## src/rtl/ctrl_fsm_multicycle_if.sv

```systemverilog
// Control/status bundle between the multi-cycle control unit and the 16-bit RISC datapath.
// master = control unit, slave = datapath/memory side.
interface ctrl_fsm_multicycle_if;
  logic [3:0] opcode;
  logic       zero;
  logic       mem_ready;
  logic       pc_write;
  logic [1:0] pc_src;
  logic       ir_write;
  logic       mem_read;
  logic       mem_write;
  logic       rb_sel;
  logic       alu_src_b;
  logic [2:0] alu_op;
  logic       mem_to_reg;
  logic       reg_write;
  logic       halted;
  logic       fault;

  modport master (
    input  opcode, zero, mem_ready,
    output pc_write, pc_src, ir_write, mem_read, mem_write, rb_sel,
           alu_src_b, alu_op, mem_to_reg, reg_write, halted, fault
  );

  modport slave (
    output opcode, zero, mem_ready,
    input  pc_write, pc_src, ir_write, mem_read, mem_write, rb_sel,
           alu_src_b, alu_op, mem_to_reg, reg_write, halted, fault
  );
endinterface

```

## src/rtl/ctrl_fsm_multicycle.sv

```systemverilog
// Multi-cycle control unit: FETCH/DECODE/EXEC/MEM/WB sequencing with memory-wait
// handshake and a stall watchdog that faults the core into HALT.
module ctrl_fsm_multicycle #(
  parameter int unsigned STALL_LIMIT = 15,
  parameter int unsigned CNT_W       = 8
) (
  input  logic                   clk,
  input  logic                   rst,
  ctrl_fsm_multicycle_if.master  bus
);

  typedef enum logic [2:0] {
    S_FETCH  = 3'd0,
    S_DECODE = 3'd1,
    S_EXEC   = 3'd2,
    S_MEM    = 3'd3,
    S_WB     = 3'd4,
    S_HALT   = 3'd5
  } state_t;

  typedef enum logic [3:0] {
    OP_NOP  = 4'h0,
    OP_ADD  = 4'h1,
    OP_SUB  = 4'h2,
    OP_AND  = 4'h3,
    OP_OR   = 4'h4,
    OP_ADDI = 4'h5,
    OP_LW   = 4'h6,
    OP_SW   = 4'h7,
    OP_BEQ  = 4'h8,
    OP_JMP  = 4'h9,
    OP_HALT = 4'hF
  } op_t;

  state_t           state, state_nxt;
  op_t              op_q;
  logic [CNT_W-1:0] stall_cnt;
  logic             fault_q;
  logic             set_fault;
  logic             stall_hit;

  logic       pc_write_r, ir_write_r, mem_read_r, mem_write_r, rb_sel_r;
  logic       alu_src_b_r, mem_to_reg_r, reg_write_r, halted_r;
  logic [1:0] pc_src_r;
  logic [2:0] alu_op_r;

  // Current wait cycle is the STALL_LIMIT-th one counting this cycle.
  assign stall_hit = (stall_cnt >= CNT_W'(STALL_LIMIT - 1));

  always_ff @(posedge clk or posedge rst) begin
    if (rst) begin
      state     <= S_FETCH;
      op_q      <= OP_NOP;
      stall_cnt <= '0;
      fault_q   <= 1'b0;
    end else begin
      state <= state_nxt;
      if (state == S_DECODE) op_q <= op_t'(bus.opcode);
      if (set_fault) fault_q <= 1'b1;
      if (state_nxt != state)
        stall_cnt <= '0;
      else if ((state == S_FETCH || state == S_MEM) && stall_cnt != '1)
        stall_cnt <= stall_cnt + 1'b1;
    end
  end

  always_comb begin
    state_nxt    = state;
    set_fault    = 1'b0;
    pc_write_r   = 1'b0;
    pc_src_r     = 2'b00;
    ir_write_r   = 1'b0;
    mem_read_r   = 1'b0;
    mem_write_r  = 1'b0;
    rb_sel_r     = 1'b0;
    alu_src_b_r  = 1'b0;
    alu_op_r     = 3'b000;
    mem_to_reg_r = 1'b0;
    reg_write_r  = 1'b0;
    halted_r     = 1'b0;
    case (state)
      S_FETCH: begin
        mem_read_r = 1'b1;
        if (bus.mem_ready) begin
          ir_write_r = 1'b1;
          pc_write_r = 1'b1;
          state_nxt  = S_DECODE;
        end else if (stall_hit) begin
          set_fault = 1'b1;
          state_nxt = S_HALT;
        end
      end
      S_DECODE: state_nxt = S_EXEC;
      S_EXEC: begin
        case (op_q)
          OP_ADD:  state_nxt = S_WB;
          OP_SUB:  begin alu_op_r = 3'b001; state_nxt = S_WB; end
          OP_AND:  begin alu_op_r = 3'b010; state_nxt = S_WB; end
          OP_OR:   begin alu_op_r = 3'b011; state_nxt = S_WB; end
          OP_ADDI: begin alu_src_b_r = 1'b1; state_nxt = S_WB; end
          OP_LW:   begin alu_src_b_r = 1'b1; state_nxt = S_MEM; end
          OP_SW: begin
            alu_src_b_r = 1'b1;
            rb_sel_r    = 1'b1;
            state_nxt   = S_MEM;
          end
          OP_BEQ: begin
            alu_op_r  = 3'b001;
            state_nxt = S_FETCH;
            if (bus.zero) begin
              pc_write_r = 1'b1;
              pc_src_r   = 2'b01;
            end
          end
          OP_JMP: begin
            pc_write_r = 1'b1;
            pc_src_r   = 2'b10;
            state_nxt  = S_FETCH;
          end
          OP_NOP:  state_nxt = S_FETCH;
          OP_HALT: state_nxt = S_HALT;
          default: begin
            set_fault = 1'b1;
            state_nxt = S_HALT;
          end
        endcase
      end
      S_MEM: begin
        if (op_q == OP_SW) begin
          mem_write_r = 1'b1;
          rb_sel_r    = 1'b1;
        end else begin
          mem_read_r = 1'b1;
        end
        if (bus.mem_ready) begin
          state_nxt = (op_q == OP_SW) ? S_FETCH : S_WB;
        end else if (stall_hit) begin
          set_fault = 1'b1;
          state_nxt = S_HALT;
        end
      end
      S_WB: begin
        reg_write_r  = 1'b1;
        mem_to_reg_r = (op_q == OP_LW);
        state_nxt    = S_FETCH;
      end
      S_HALT:  halted_r = 1'b1;
      default: state_nxt = S_FETCH;
    endcase
  end

  // Outputs are masked by rst itself so strobes drop the instant reset asserts.
  assign bus.pc_write   = pc_write_r   & ~rst;
  assign bus.pc_src     = rst ? 2'b00 : pc_src_r;
  assign bus.ir_write   = ir_write_r   & ~rst;
  assign bus.mem_read   = mem_read_r   & ~rst;
  assign bus.mem_write  = mem_write_r  & ~rst;
  assign bus.rb_sel     = rb_sel_r     & ~rst;
  assign bus.alu_src_b  = alu_src_b_r  & ~rst;
  assign bus.alu_op     = rst ? 3'b000 : alu_op_r;
  assign bus.mem_to_reg = mem_to_reg_r & ~rst;
  assign bus.reg_write  = reg_write_r  & ~rst;
  assign bus.halted     = halted_r     & ~rst;
  assign bus.fault      = fault_q      & ~rst;

endmodule

```

## src/flat_wrapper.sv

```systemverilog
// flat-port wrapper written by rule: the top's interface ports become plain ports
module ctrl_fsm_multicycle_flat 
#(
  parameter int unsigned STALL_LIMIT = 15,
  parameter int unsigned CNT_W       = 8
)
  (clk, rst, bus_opcode, bus_zero, bus_mem_ready, bus_pc_write, bus_pc_src, bus_ir_write, bus_mem_read, bus_mem_write, bus_rb_sel, bus_alu_src_b, bus_alu_op, bus_mem_to_reg, bus_reg_write, bus_halted, bus_fault);
  ctrl_fsm_multicycle_if bus_i ();
  input  logic clk;
  input  logic rst;
  input wire logic [$bits(bus_i.opcode)-1:0] bus_opcode;
  input wire logic [$bits(bus_i.zero)-1:0] bus_zero;
  input wire logic [$bits(bus_i.mem_ready)-1:0] bus_mem_ready;
  output wire logic [$bits(bus_i.pc_write)-1:0] bus_pc_write;
  output wire logic [$bits(bus_i.pc_src)-1:0] bus_pc_src;
  output wire logic [$bits(bus_i.ir_write)-1:0] bus_ir_write;
  output wire logic [$bits(bus_i.mem_read)-1:0] bus_mem_read;
  output wire logic [$bits(bus_i.mem_write)-1:0] bus_mem_write;
  output wire logic [$bits(bus_i.rb_sel)-1:0] bus_rb_sel;
  output wire logic [$bits(bus_i.alu_src_b)-1:0] bus_alu_src_b;
  output wire logic [$bits(bus_i.alu_op)-1:0] bus_alu_op;
  output wire logic [$bits(bus_i.mem_to_reg)-1:0] bus_mem_to_reg;
  output wire logic [$bits(bus_i.reg_write)-1:0] bus_reg_write;
  output wire logic [$bits(bus_i.halted)-1:0] bus_halted;
  output wire logic [$bits(bus_i.fault)-1:0] bus_fault;
  assign bus_i.opcode = bus_opcode;
  assign bus_i.zero = bus_zero;
  assign bus_i.mem_ready = bus_mem_ready;
  assign bus_pc_write = bus_i.pc_write;
  assign bus_pc_src = bus_i.pc_src;
  assign bus_ir_write = bus_i.ir_write;
  assign bus_mem_read = bus_i.mem_read;
  assign bus_mem_write = bus_i.mem_write;
  assign bus_rb_sel = bus_i.rb_sel;
  assign bus_alu_src_b = bus_i.alu_src_b;
  assign bus_alu_op = bus_i.alu_op;
  assign bus_mem_to_reg = bus_i.mem_to_reg;
  assign bus_reg_write = bus_i.reg_write;
  assign bus_halted = bus_i.halted;
  assign bus_fault = bus_i.fault;
  ctrl_fsm_multicycle #(.STALL_LIMIT(STALL_LIMIT), .CNT_W(CNT_W)) u_core (.clk(clk), .rst(rst), .bus(bus_i));
endmodule
```

## config.mk

```make
export PLATFORM = sky130hd
export DESIGN_NAME = ctrl_fsm_multicycle_flat
export DESIGN_NICKNAME = d
export VERILOG_FILES = /design/src/rtl/ctrl_fsm_multicycle_if.sv /design/src/rtl/ctrl_fsm_multicycle.sv /design/src/flat_wrapper.sv
export SDC_FILE = /design/constraint.sdc
export NUM_CORES = 1
export LEC_CHECK = 0
export ABC_AREA = 1
export CORE_ASPECT_RATIO = 1.2
export CORE_MARGIN = 2
export CORE_UTILIZATION = 45
export CTS_CLUSTER_DIAMETER = 30
export DETAILED_ROUTE_END_ITERATION = 12
export PLACE_DENSITY_LB_ADDON = 0.15
export SLEW_MARGIN = 25
export SYNTH_ARGS = -nofsm -noshare
export SYNTH_HDL_FRONTEND = slang
export SYNTH_SLANG_ARGS = --single-unit
```

## constraint.sdc

```tcl
create_clock -name clk -period 2 [get_ports clk]
set_input_delay 0.6 -clock clk [delete_from_list [all_inputs] [get_ports clk]]
set_output_delay 0.6 -clock clk [all_outputs]
set_load 0.1 [all_outputs]
```

==> metrics <==
status finished with violations; failing checks negative setup slack; clk sinks 16; fraction of registers with async set/reset 100.0%; final worst slack -279.5 ps; gr usage total 26.25%; Num CTS Buffers 3; clk_skew 5.574 ps; P&R area growth vs syn 83.62%; via/cell ratio 5.504; die height 57.60 µm; RePlAce Congestion 0.8581; CP required 1400 ps; Synth Area in XOR/XNOR 2.439%; routed len/inst 17.09 µm; Clock Latency Late Sink 300 ps; initial antenna violation count 0; share of layout cells above drive strength 1 49.30%; post-synthesis adder-cell area fraction 2.323%; final hold vios 0; vias in the first global route 1,337; Power Dens Cells 1303 mW/mm²; Synth top area share 37.17%; total number of vias 1,354; Max VDD drop 1.217 mV; Antenna diodes 0; worst reg-to-reg path cell count 11; Period minus WS final 2280 ps; synth cell count leaders nand2_1, nor2_1, inv_1, dfrtp_1, nand3_1; largest cells by area after synthesis dfrtp_1, nand2_1, nor2_1; Critical Path Source Type register; FMAX 0.4387 GHz; synthesized cell area 0.001077 mm²; arrival time worst endpoint 1680 ps; TritonRoute pass-1 iters 4; RSZ-0062 raised after global routing yes; CP max-delay cell dfrtp_2; critical path peak fanout 3; Core Area 0.002282 mm²; hold path depth 2; CP Capture Type primary output; simple-gate share of the synthesized area 36.82%; # IOs 23; Critical Setup Path Class register to primary output; Crit path top cell by count buf_6; Leakage 0.9179 nW; Post-synth EDFFs 0; critical path cell sequence buf_6 -> nor2_4 -> nand2_2 -> buf_6 -> nor4_4 -> buf_12; Max Cap Violations 0; largest net degree at the start of global routing 17; syn_nets 172; Clock Root Buffer clkbuf_4; Avg Inst Size Synth 6.650 µm²; crit-path max cell delay 460 ps; Final nets 226; cell class contributing the biggest share of worst-path delay buffers and inverters; area leader, netlist dfrtp_1; IO Port Bufs 21; Seq cells post-synth 16; Detailed Route Iter0 Violations 60; Initial Utilization 47.20%; Distinct cells, synth 26; post-route setup TNS -2299 ps; clk slew on worst S/H paths 90 ps; Cells after DPL 231; DIE WIDTH 48.67 µm; part of the Yosys area used for sequential elements 37.17%; CTS tree built; Syn Inst Count 162; Final setup viols 12; Worst Hold Class register to register; global route total overflow 0; Pins Over Slew Limit 0; Critical Path Stages 6; Final period util 114.0%; Final Non-Filler Cells 246; H-Tree Depth 1; WL final 4.205 mm; Worst Path Buf+Inv 3; mux contribution to synthesized area 0%; most numerous cell in the Yosys netlist nand2_1; Syn. warnings 0; first-pass GRT wire length 5.733 mm; maximum clock path buffer count 2; post-synthesis compound-gate area fraction 8.711%; die area 0.002803 mm²; Rows 19; Post-DRT Antenna Nets 0; hpwl dp 2.250 mm; largest family of logic cells by synthesized area simple AND/OR/NAND/NOR gates; top_reg_cell synth dfrtp_1; Remaining DRCs 0
power breakdown:
group          internal, W  total, W  switching (W)
Sequential        0.000410  0.000546       0.000136
Clock             0.000111  0.000214       0.000102
Combinational     0.000689   0.00182        0.00113
Total              0.00121   0.00258        0.00137
worst paths after layout:
check | startpoint | slack [ps] | end
max | u_core.op_q[3] | -280 | bus_rb_sel
min | u_core.fault_q | 500 | u_core.fault_q
max reg2reg | u_core.op_q[2] | 230 | u_core.stall_cnt[0]
min reg2reg | u_core.fault_q | 500 | u_core.fault_q
max in group asynchronous | rst | 1160 | u_core.state[2]
min in group asynchronous | rst | 640 | u_core.fault_q
registers in the layout, indices dropped and copies added, names as in the netlist:
name	count
u_core.state	3
u_core.fault_q	1
u_core.stall_cnt	8
u_core.op_q	4
layout by cell type, fill, tap and decap left out, drive strengths merged:
cell type and count:
and3 1, clkdlybuf4s15 1, nor4 2, clkbuf 4, conb 1, ha 2
xor2 3, nand2 41, buf 45, inv 29, clkdlybuf4s50 4, nor3 6
a22oi 1, dfrtp 16, nand3 12, nor2 28, nand4 1, a211oi 1
a21oi 4, dlygate4sd2 2, o21ai 11
logic make-up (layout without fill, tap and decap cells):
family	after synthesis	after routing
AOI/OAI and AO/OA	17	17
xor gates and xnor gates	3	3
adders and majority gates	2	2
buffers and inverters	32	85
DFF	16	16
other	1	1
and+or+nand+nor	91	91
worst reg2reg max path, delay by kind of cell (launching register included):
kind | cells | cell delay, ps
and+or+nand+nor | 9 | 920
DFF | 1 | 470
buffers and inverters | 2 | 300
per-stage QoR:
step | utilization [%] | worst slack [ps] | hold WS [ps] | area, µm² | power, W
final | 86.68 | -279.5 | 495.6 | 1978 | 0.002577
after global routing | 86.68 | -341.5 | 531.1 | 1978 | 0.002709
after CTS | 81.85 | -194.3 | 477.5 | 1868 | 0.002225
after detailed placement | 73.52 | -464.6 | 454.7 | 1678 | 0.001774
after global placement | 73.52 | -424.1 | 449.1 | 1678 | 0.001753
after floorplan | - | -962.6 | 437.5 | 1182 | 0.001343
what timing repair did:
action | CTS | global route
endpoints found under the setup margin | 14 | 14
hold buffers | 0 | 0
pin swaps | 10 | 5
endpoints found under the hold margin | 0 | 0
buffers inserted | 7 | 4
resized for setup | 36 | 24
metal layers:
layer	GRT usage [%]	share of wire (%)	vias to the layer above	wire length, µm
met5	0	0	-	0
met4	13.06	4.9	0	206
met3	3.665	7.4	22	310
met2	49.90	52	74	2176
met1	28.26	36	648	1511
li1	-	-	610	-
final cells by class:
type	count	area, µm²
multi-input cells	114	770.7
repair buffers	52	608.1
fillers	117	304.0
well taps	31	38.79
clock buffers	4	36.28
flip-flops and latches	16	407.9
inverters	29	116.4
No activity file was read; power rests on OpenSTA's default activity.
